$ cat config.mk
export PLATFORM = sky130hd
export DESIGN_NAME = legv8_mc_control
export DESIGN_NICKNAME = d
export VERILOG_FILES = /design/src/rtl/legv8_mc_control.sv
export SDC_FILE = /design/constraint.sdc
export NUM_CORES = 1
export LEC_CHECK = 0
export ABC_CLOCK_PERIOD_IN_PS = 4400
export CAP_MARGIN = 20
export CELL_PAD_IN_SITES_DETAIL_PLACEMENT = 1
export CELL_PAD_IN_SITES_GLOBAL_PLACEMENT = 1
export CORE_UTILIZATION = 30
export CTS_CLUSTER_DIAMETER = 120
export DETAILED_ROUTE_END_ITERATION = 10
export PLACE_DENSITY_LB_ADDON = 0.1
export REMOVE_ABC_BUFFERS = 1
export SLEW_MARGIN = 25
export SYNTH_ARGS = -nofsm -noshare
export SYNTH_HDL_FRONTEND = slang
export SYNTH_SLANG_ARGS = --single-unit
$ cat constraint.sdc
create_clock -name CLOCK -period 4.4 [get_ports CLOCK]
set_input_delay 0.88 -clock CLOCK [delete_from_list [all_inputs] [get_ports CLOCK]]
set_output_delay 0.88 -clock CLOCK [all_outputs]
set_load 0.05 [all_outputs]
$ cat src/rtl/legv8_mc_control.sv
// rtl/legv8_mc_control.sv - multi-cycle LEGv8 sequencer: PC/IR, memory handshakes, phased control
// Optional illegal-opcode trap state enabled by defining LEGV8_MC_TRAP_EN.
module legv8_mc_control #(
   parameter logic [63:0] RESET_PC = 64'h0
) (
   input  logic        CLOCK,
   input  logic        RESET_N,
   output logic        IMEM_REQ,
   input  logic        IMEM_READY,
   input  logic [31:0] IMEM_RDATA,
   output logic        DMEM_REQ,
   input  logic        DMEM_READY,
   input  logic        ALU_ZERO,
   output logic [63:0] PC,
   output logic [31:0] IR,
   output logic        CONTROL_REG2LOC,
   output logic        CONTROL_MEM2REG,
   output logic        CONTROL_ALUSRC,
   output logic        CONTROL_REGWRITE,
   output logic        CONTROL_MEMREAD,
   output logic        CONTROL_MEMWRITE,
   output logic [1:0]  CONTROL_ALU_OP,
   output logic        PC_WRITE,
   output logic [31:0] RETIRED,
   output logic        HALT
);

   typedef enum logic [2:0] {
      IDLE, FETCH, DECODE, EXEC, MEM, WB
`ifdef LEGV8_MC_TRAP_EN
      , TRAP
`endif
   } state_t;

   state_t      state, state_next;
   logic        run;
   logic        kind_b, kind_cbz, kind_ldr, kind_str;
   logic        ir_load;
   logic [63:0] pc_next;
   logic [10:0] opc;
   logic        dec_b, dec_cbz, dec_ldr, dec_str, dec_r, dec_illegal;
   logic [63:0] br_off, cb_off;

   assign opc         = IR[31:21];
   assign dec_b       = (IR[31:26] == 6'b000101);
   assign dec_cbz     = (IR[31:24] == 8'b10110100);
   assign dec_ldr     = (opc == 11'b11111000010);
   assign dec_str     = (opc == 11'b11111000000);
   assign dec_r       = (opc inside {11'b10001011000, 11'b11001011000,
                                     11'b10001010000, 11'b10101010000});
   assign dec_illegal = !(dec_b || dec_cbz || dec_ldr || dec_str || dec_r);

   assign br_off = {{36{IR[25]}}, IR[25:0], 2'b00};
   assign cb_off = {{43{IR[23]}}, IR[23:5], 2'b00};

`ifdef LEGV8_MC_TRAP_EN
   assign HALT = (state == TRAP);
`else
   assign HALT = 1'b0;
`endif

   // run delays the IDLE->FETCH move so the first fetch lands two edges after reset release
   always_ff @(posedge CLOCK or negedge RESET_N) begin
      if (!RESET_N) begin
         state            <= IDLE;
         run              <= 1'b0;
         PC               <= RESET_PC;
         IR               <= 32'h0;
         RETIRED          <= 32'h0;
         kind_b           <= 1'b0;
         kind_cbz         <= 1'b0;
         kind_ldr         <= 1'b0;
         kind_str         <= 1'b0;
         CONTROL_REG2LOC  <= 1'b0;
         CONTROL_MEM2REG  <= 1'b0;
         CONTROL_ALUSRC   <= 1'b0;
         CONTROL_MEMREAD  <= 1'b0;
         CONTROL_MEMWRITE <= 1'b0;
         CONTROL_ALU_OP   <= 2'b00;
      end else begin
         state <= state_next;
         run   <= 1'b1;
         if (ir_load) IR <= IMEM_RDATA;
         if (PC_WRITE) begin
            PC      <= pc_next;
            RETIRED <= RETIRED + 32'd1;
         end
         // control bits live from end of DECODE until the retiring cycle
         if (PC_WRITE) begin
            kind_b           <= 1'b0;
            kind_cbz         <= 1'b0;
            kind_ldr         <= 1'b0;
            kind_str         <= 1'b0;
            CONTROL_REG2LOC  <= 1'b0;
            CONTROL_MEM2REG  <= 1'b0;
            CONTROL_ALUSRC   <= 1'b0;
            CONTROL_MEMREAD  <= 1'b0;
            CONTROL_MEMWRITE <= 1'b0;
            CONTROL_ALU_OP   <= 2'b00;
         end else if (state == DECODE) begin
            kind_b           <= dec_b;
            kind_cbz         <= dec_cbz;
            kind_ldr         <= dec_ldr;
            kind_str         <= dec_str;
            CONTROL_REG2LOC  <= dec_str;
            CONTROL_MEM2REG  <= dec_ldr;
            CONTROL_ALUSRC   <= dec_ldr || dec_str;
            CONTROL_MEMREAD  <= dec_ldr;
            CONTROL_MEMWRITE <= dec_str;
            CONTROL_ALU_OP   <= dec_r ? 2'b10 : (dec_cbz ? 2'b01 : 2'b00);
         end
      end
   end

   always_comb begin
      state_next       = state;
      IMEM_REQ         = 1'b0;
      DMEM_REQ         = 1'b0;
      PC_WRITE         = 1'b0;
      CONTROL_REGWRITE = 1'b0;
      ir_load          = 1'b0;
      pc_next          = PC + 64'd4;
      case (state)
         IDLE: begin
            if (run) state_next = FETCH;
         end
         FETCH: begin
            IMEM_REQ = 1'b1;
            if (IMEM_READY) begin
               ir_load    = 1'b1;
               state_next = DECODE;
            end
         end
         DECODE: begin
            if (dec_illegal) begin
`ifdef LEGV8_MC_TRAP_EN
               state_next = TRAP;
`else
               PC_WRITE   = 1'b1;
               state_next = FETCH;
`endif
            end else begin
               state_next = EXEC;
            end
         end
         EXEC: begin
            if (kind_b) begin
               pc_next    = PC + br_off;
               PC_WRITE   = 1'b1;
               state_next = FETCH;
            end else if (kind_cbz) begin
               if (ALU_ZERO) pc_next = PC + cb_off;
               PC_WRITE   = 1'b1;
               state_next = FETCH;
            end else if (kind_ldr || kind_str) begin
               state_next = MEM;
            end else begin
               state_next = WB;
            end
         end
         MEM: begin
            DMEM_REQ = 1'b1;
            if (DMEM_READY) begin
               if (kind_str) begin
                  PC_WRITE   = 1'b1;
                  state_next = FETCH;
               end else begin
                  state_next = WB;
               end
            end
         end
         WB: begin
            CONTROL_REGWRITE = 1'b1;
            PC_WRITE         = 1'b1;
            state_next       = FETCH;
         end
`ifdef LEGV8_MC_TRAP_EN
         TRAP: begin
            state_next = TRAP;
         end
`endif
         default: state_next = IDLE;
      endcase
   end

endmodule
; ---- Word-level counts from Yosys, hierarchy flattened
; Cells that the tools add are included.
[totals]
out_inout_bits = 140
ff_bits = 139
inputBits = 37
wordCells = 79
[classes]
add_sub_neg = 4
mux = 38
n_eq_ne = 16
n_reduce_logical = 10
[op_table]
columns = operator, n
row1 = $mux 64, 4
row2 = $add 64x64->64, 2
row3 = $eq 11x11->1 const B, 6
row4 = $add 64x3->64 const B, 1
row5 = $add 32x1->32 const B, 1
row6 = $mux 1, 22
row7 = $mux 3, 6
row8 = $pmux 3 s6, 1
row9 = $eq 8x8->1 const B, 1
row10 = $mux 2, 4
row11 = $eq 3x2->1 const B, 2
row12 = $eq 3x3->1 const B, 2
row13 = $eq 6x3->1 const B, 1
row14 = $logic_or 1x1->1, 6
row15 = $ne 2x2->1 const B, 3
row16 = $pmux 1 s4, 1
row17 = $reduce_bool 4->1, 1
row18 = $eq 3x1->1 const B, 1
row19 = $logic_not 3->1, 1
row20 = $reduce_and 3->1, 1
row21 = $reduce_bool 2->1, 1

; ---- Logic depth before layout (Yosys ltp)
[logic_depth]
ltp_word = 8
ltp_mapped = 13
ltp_nobuf = 12

; ---- Worst setup path before layout
; No wires, ideal clock.
[synth_path]
path_kind = flip-flop to output port
startpoint = register IR[23]
endpoint = output port PC_WRITE
n_path_buf = 3
setup_slack_ps = 273
t_arrival_ps = 3247
t_required_ps = 3520
stages_incl_launch_ff = 9
cell_sequence = dfrtp_1 nor4b_1 a21oi_1 o2111a_1 o21ai_1 buf_2 inv_1 clkbuf_1 buf_1
[synth_between]
elab_chain_cells = 6
word_cells_on_any_way = 12
classes_between = eq/ne (6) / mux (2) / reduce/logical (4)
[synth_rtl]
columns = element, line
row1 = start: declaration, 15  ; output logic [31:0] IR,
row2 = start signal: assignment, 68  ; IR <= 32'h0;
row3 = start signal: assignment, 83  ; if (ir_load) IR <= IMEM_RDATA;
row4 = $eq 11x11->1, 47  ; assign dec_ldr = (opc == 11'b11111000010);
row5 = $logic_or 1x1->1 (2 in a row), 51  ; assign dec_illegal = !(dec_b || dec_cbz || dec_ldr || dec_str || dec_r);
row6 = $logic_or 1x1->1 *, 51
row7 = $mux 1 *, 135  ; if (dec_illegal) begin
row8 = $pmux 1 s4 *, 123  ; case (state)
row9 = end: declaration, 23  ; output logic PC_WRITE,
; Every way passes the cells marked *; elsewhere a longest branch is shown, timed or not.

; ---- Worst setup path in the final report
; Same ends and word-level chain as after synthesis.

==> run metrics <==
Crit-path slowest cell=nor4b_1; GRT met2 Usage=42.2%; Core Area=0.0503 mm^2; cell taking the most area after synthesis=dfrtp_1; Num Clock Sinks=~140; most frequent cells in the layout=a21oi_1, nand2_1, clkdlybuf4s50_1; Seq cells post-synth=roughly 140; setup-violating endpoint count in the final report=0; Layout area overhead=22.1%; first-pass GRT wire length=106,000 um; IO Port Bufs=roughly 170; CP required=around 3.5 ns; DR WL/cell=about 25 um; remaining routing DRC violations=0; fmax=239 MHz; hold crit path type=in -> async; cell leakage power=just under 8 nW; drt total wl=about 70,000 um; Post-CTS Hold Fix Bufs=0; Async SR Flop Fraction=100%; post-route ant nets=0; die span in y=228 um; largest family of logic cells by synthesized area=compound AO/OA/AOI/OAI gates; num rows=slightly above 80; post-synthesis mux area share=3.15%; Clock Latency Late Sink=0.50 ns; # Max-Cap Violations=0; Fin. Hold Viols=0; fin crit period=about 4.2 ns; Cell Chain, Critical Path=nor4b_1, a21oi_1, o2111a_1, o21ai_4, inv_2, buf_4; synthesized netlist cell count=around 2,000; layout cell share with drive strength beyond 1=8.20%; top post-synthesis cells by area=dfrtp_1, ha_1, a21oi_1; vias in the first global route=~17,000; gpl congestion=between 0.9 and 1; status=finished, final reports clean; Root Driver=clkbuf_16; reg2reg setup slack=~0.43 ns; Finished Layout Cells=about 2,800; Overflow after GRT=0; synthesized area=0.0153 mm^2; post-synthesis sequential area ratio=between 20 and 25%; number of flops mapped to enable cells by yosys=0; total die area=roughly 0.052 mm^2; CP Buf/Inv Count=2; Worst VDD drop=roughly 0.00048 V; cts repair resizes=0; maximum root-to-sink buffer count=2; vias per cell=5.89; hpwl dp=54,500 um; relative slew slack=~36%; Crit path max-delay family=compound AO/OA/AOI/OAI gates; post-synthesis cell type count=90; setup ws final=~0.21 ns; Final period util=a little over nine tenths; largest net degree at the start of global routing=84; GR Util All Layers=26.8%; TritonCTS clock tree=yes; Synthesis Warnings=0; Die X=between 200 and 250 um; Synth Area in XOR/XNOR=roughly 8.5%; Layout Nets=2,323; RSZ-0062 raised after global routing=no; top-area cell type share of the netlist area=22.4%; Primary FF master, synth=dfrtp_1; largest stage delay on the critical path=about 0.8 ns; global-route layer with the greatest usage=met2; total vias in the final route=roughly 17,000; Worst Setup Path Type=reg -> out; met3 usage=under 10%; clock-pin slew on the worst setup and hold paths=0.07 ns; CP Max Fanout=17; clk_skew=between 0.015 and 0.02 ns; Synth Area in Simple Gates=between 20% and 30%; Mean Syn Cell Area=between 7 and 8 um^2; Final Max Slew Viols=0; Critical Path AT=3.31 ns; dpl ws=0.220 ns; Starting DRT DRC Count=about 1,200; io pins=177; GRT met1 Usage=between 30% and 40%; commonest non-fill, non-tap cell in the layout=a21oi_1; complex-gate fraction of the synthesized area=between 30 and 40%; Post-Synth Adder-Cell Area=between 10% and 20%; initial antenna violation count=1; CP endpoint kind=primary output; Post-CTS Setup Inserts=0; worst hold slack=between 0.4 and 0.5 ns; Worst Setup Start Kind=register; Inst Count DP=approximately 2,800; DRT Pass-1 Iters=5; Worst-Margin Slew=between 0.9 and 1 ns; Starting Density=30.5%; antenna cells=0; H-tree depth=4; total CTS buffers=17; Pwr Density=767 mW/mm^2
where the power goes:
| part | leakage, nW | total, mW | internal, mW | switching [mW] |
|---|---|---|---|---|
| Combinational | 5.81 | 10.5 | 3.73 | 6.78 |
| Clock | 0.294 | 1.61 | 0.942 | 0.664 |
| Sequential | 1.74 | 2.23 | 1.57 | 0.659 |
| Total | 7.85 | 14.3 | 6.24 | 8.10 |
per-layer routing:
metal	routed length, um	share of wire (%)
met1	33200	48
met2	31500	45
met3	3160	4.5
met4	2000	2.9
met5	10	0.014
per-stage QoR:
step	utilization (%)	TNS, ns	cell area (um^2)	total power, mW
final	37.2	0	18700	14.3
after global routing	37.2	0	18700	15.3
after CTS	37.2	0	18700	14.3
after detailed placement	36.0	0	18100	12.6
after global placement	36.0	0	18100	12.5
after floorplan	-	-207.03	14900	9.04
worst reg2reg max path, cell delays in order, from the launching register on:
cell	delay, ns
dfrtp_1	0.38
buf_4	0.17
ha_1	0.24
fa_1	0.44
a211oi_1	0.37
o211ai_1	0.25
a31oi_1	0.44
o22a_1	0.22
o21bai_1	0.10
o21ai_1	0.30
nor2b_1	0.38
nor2_1	0.09
a311oi_1	0.30
a32o_1	0.22
cell families after synthesis:
| logic type | count (synthesis) |
|---|---|
| simple gates | 676 |
| other cells | 2 |
| buf+inv | 137 |
| mux | 44 |
| compound gates | 722 |
| fa+ha+maj | 126 |
| xor+xnor | 149 |
| flops | 137 |
cell usage after synthesis, drive strengths merged, types with 11 or more instances:
cell type  instances
a21oi            228
nand2            201
nor2             163
o21ai            150
dfrtp            137
ha               124
xnor2             89
a21o              82
nand3             79
clkbuf            77
xor2              60
nand4             56
and3              40
inv               40
nor3              38
mux2              34
o21bai            32
a31oi             31
a22oi             19
buf               19
a211oi            18
a221oi            17
nor4              17
o211ai            16
o22ai             16
o31ai             16
and2              15
nand2b            13
o21a              12
or3               12
a21boi            11
cell type report:
cell class | instances | area (um^2)
Sequential cell | 137 | 3430
Timing Repair Buffer | 242 | 2300
Clock buffer | 19 | 433
Multi-Input combinational cell | 1721 | 11400
Tap cell | 672 | 841
Inverter | 41 | 154
Fill cell | 6074 | 31600
Clock inverter | 11 | 173
flip-flops by register name, summed over array words and instances (netlist names):
name / cells
CONTROL_MEMWRITE: 1
CONTROL_ALUSRC: 1
run: 1
kind_cbz: 1
state: 3
CONTROL_ALU_OP: 2
RETIRED: 32
IR: 32
PC: 62
kind_b: 1
kind_ldr: 1
worst paths after layout:
kind | end | cells after the start | from
max | PC_WRITE | 6 | IR[23]
min | PC[34] | 1 | RESET_N
max reg2reg | PC[62] | 13 | PC[2]
min reg2reg | RETIRED[31] | 1 | RETIRED[31]
max in group asynchronous | PC[47] | 2 | RESET_N
min in group CLOCK | RETIRED[31] | 1 | RETIRED[31]
No activity file was read; power rests on OpenSTA's default activity.
==> RTL edit, RTL diff (config.mk and constraints unchanged) <==
Re-encode `state_t` (6 states) as one-hot, 6 bits wide.
--- a/src/rtl/legv8_mc_control.sv
+++ b/src/rtl/legv8_mc_control.sv
@@ -27,4 +27,4 @@
 
-   typedef enum logic [2:0] {
-      IDLE, FETCH, DECODE, EXEC, MEM, WB
+   typedef enum logic [5:0] {
+      IDLE = 6'b000001, FETCH = 6'b000010, DECODE = 6'b000100, EXEC = 6'b001000, MEM = 6'b010000, WB = 6'b100000
 `ifdef LEGV8_MC_TRAP_EN
Function: no difference found for any inputs over 4 cycles, from zero or initial values and one cycle with RESET_N low; so few cycles prove little.
==> RTL edit against the unedited design <==
Clock skew is 3.0 ps higher; sequential cell count up 3; worst setup slack improved by 36 ps; critical endpoint unchanged; via count decreased by 2.8%; total power down 27%; routed wire length decreased by 6.0%; sequential share of layout area increased by 0.92 points; register-to-register slack worse by 90 ps; sequential power fell by 16%; cell area shrank 2.7%; synthesized cell count is 1.5% higher; critical path depth grew 3; largest cell class unchanged; area after synthesis is 1.5% lower.
==> RTL edit: results (changes against the unedited design) <==
run status completed; proportion of synthesized chip area in sequential cells 0.2323 (+0.008476); final worst slack 244.0 ps (+35.63 ps); Leakage Power 7.556 nW (-3.7%); ratio of routed vias to standard cells 5.741 (-2.5%); final worst clock skew 19.40 ps (+3.035 ps); net count of the finished layout 2320 (-0.13%); top metal layer carrying routed signals met4; met3 usage 0.03031 (-0.01656); clock latency on the worst-skew pair 470 ps (-30 ps); M1 WL 30950 µm (-6.9%); first-pass GRT wire length 100800 µm (-5.0%); critical-path maximum fanout 25 (+8); total half-perimeter wirelength after legalization and detailed placement 50330 µm (-7.7%); detail-routed net length per standard cell 23.17 µm (-5.8%); cell count after synthesis 2023 (+1.5%); R2R depth 12 (-1); Global Route met2 Usage 0.4191 (-0.003103); Max VDD drop 0.3193 mV (-33%); R2R Setup Slk 340 ps (-90 ps); Synth area leaders sky130_fd_sc_hd__dfrtp_1, sky130_fd_sc_hd__ha_1, sky130_fd_sc_hd__a21oi_1; total routing usage reported by global routing 0.2574 (-0.01061); count of different cell masters after synthesis 98 (+8.9%); layout cells sized above 1 0.05666 (-0.02533); initial antenna violation count 0 (-1); RePlAce Congestion 0.9418 (+4.0%); RR Endpoint PC[40]; DP Area 17590 µm² (-2.8%); routed wire length on met2 30430 µm (-3.4%); Place WS 377.0 ps (+156.7 ps); worst hold slack across all endpoints 464.6 ps (+2.572 ps); Max-slew headroom 0.2802 (-0.08104)
RTL edit: changes by cell type in the layout (fill, tap and decap cells not counted), sizes merged, moves of 8 or more:
| cell | unedited run | this run |
|---|---|---|
| nor3 | 38 | 53 |
| buf | 71 | 45 |
| nor2 | 163 | 153 |
| a22oi | 19 | 27 |
| mux2 | 34 | 2 |
| o21ai | 150 | 161 |
| o21bai | 32 | 16 |
| nand2 | 201 | 281 |
| a31oi | 31 | 20 |
| and3 | 40 | 31 |
RTL edit: cell families (layout without fill, tap and decap cells):
kind of cell    count (synthesis)  count (layout)  share of synthesized area
simple gates                  744             744                     0.2337
compound gates                702             702                     0.2946
xor+xnor                      155             155                    0.09000
buf+inv                       149             295                    0.04006
flops                         140             140                     0.2323
fa+ha+maj                     125             125                     0.1047
mux                             6               6                   0.004147
other cells                     2               4                  0.0004979
RTL edit: final cells by class:
cell class / instances / area [µm²]
tap: 664 / 830.8
multi-input combinational: 1736 / 11000
clock buffer: 20 / 446.7
inverter: 47 / 176.4
timing repair buffer: 216 / 2078
sequential: 140 / 3508
clock inverter: 12 / 161.4
fill: 6072 / 31060
RTL edit: critical path, stage by stage, from the launching register on:
cell and delay (ps):
sky130_fd_sc_hd__dfrtp_2 620, sky130_fd_sc_hd__buf_4 300, sky130_fd_sc_hd__nor4b_1 440, sky130_fd_sc_hd__a21oi_1 140, sky130_fd_sc_hd__o211ai_1 280, sky130_fd_sc_hd__o21ai_2 130, sky130_fd_sc_hd__nor2_4 290, sky130_fd_sc_hd__inv_2 120
sky130_fd_sc_hd__buf_4 280, sky130_fd_sc_hd__buf_12 200
RTL edit: power breakdown:
part | internal (mW) | switching [mW] | leakage (nW)
clock network | 0.913 | 0.672 | 0.288
logic | 2.51 | 4.46 | 5.54
registers | 1.47 | 0.398 | 1.72
total | 4.89 | 5.53 | 7.56
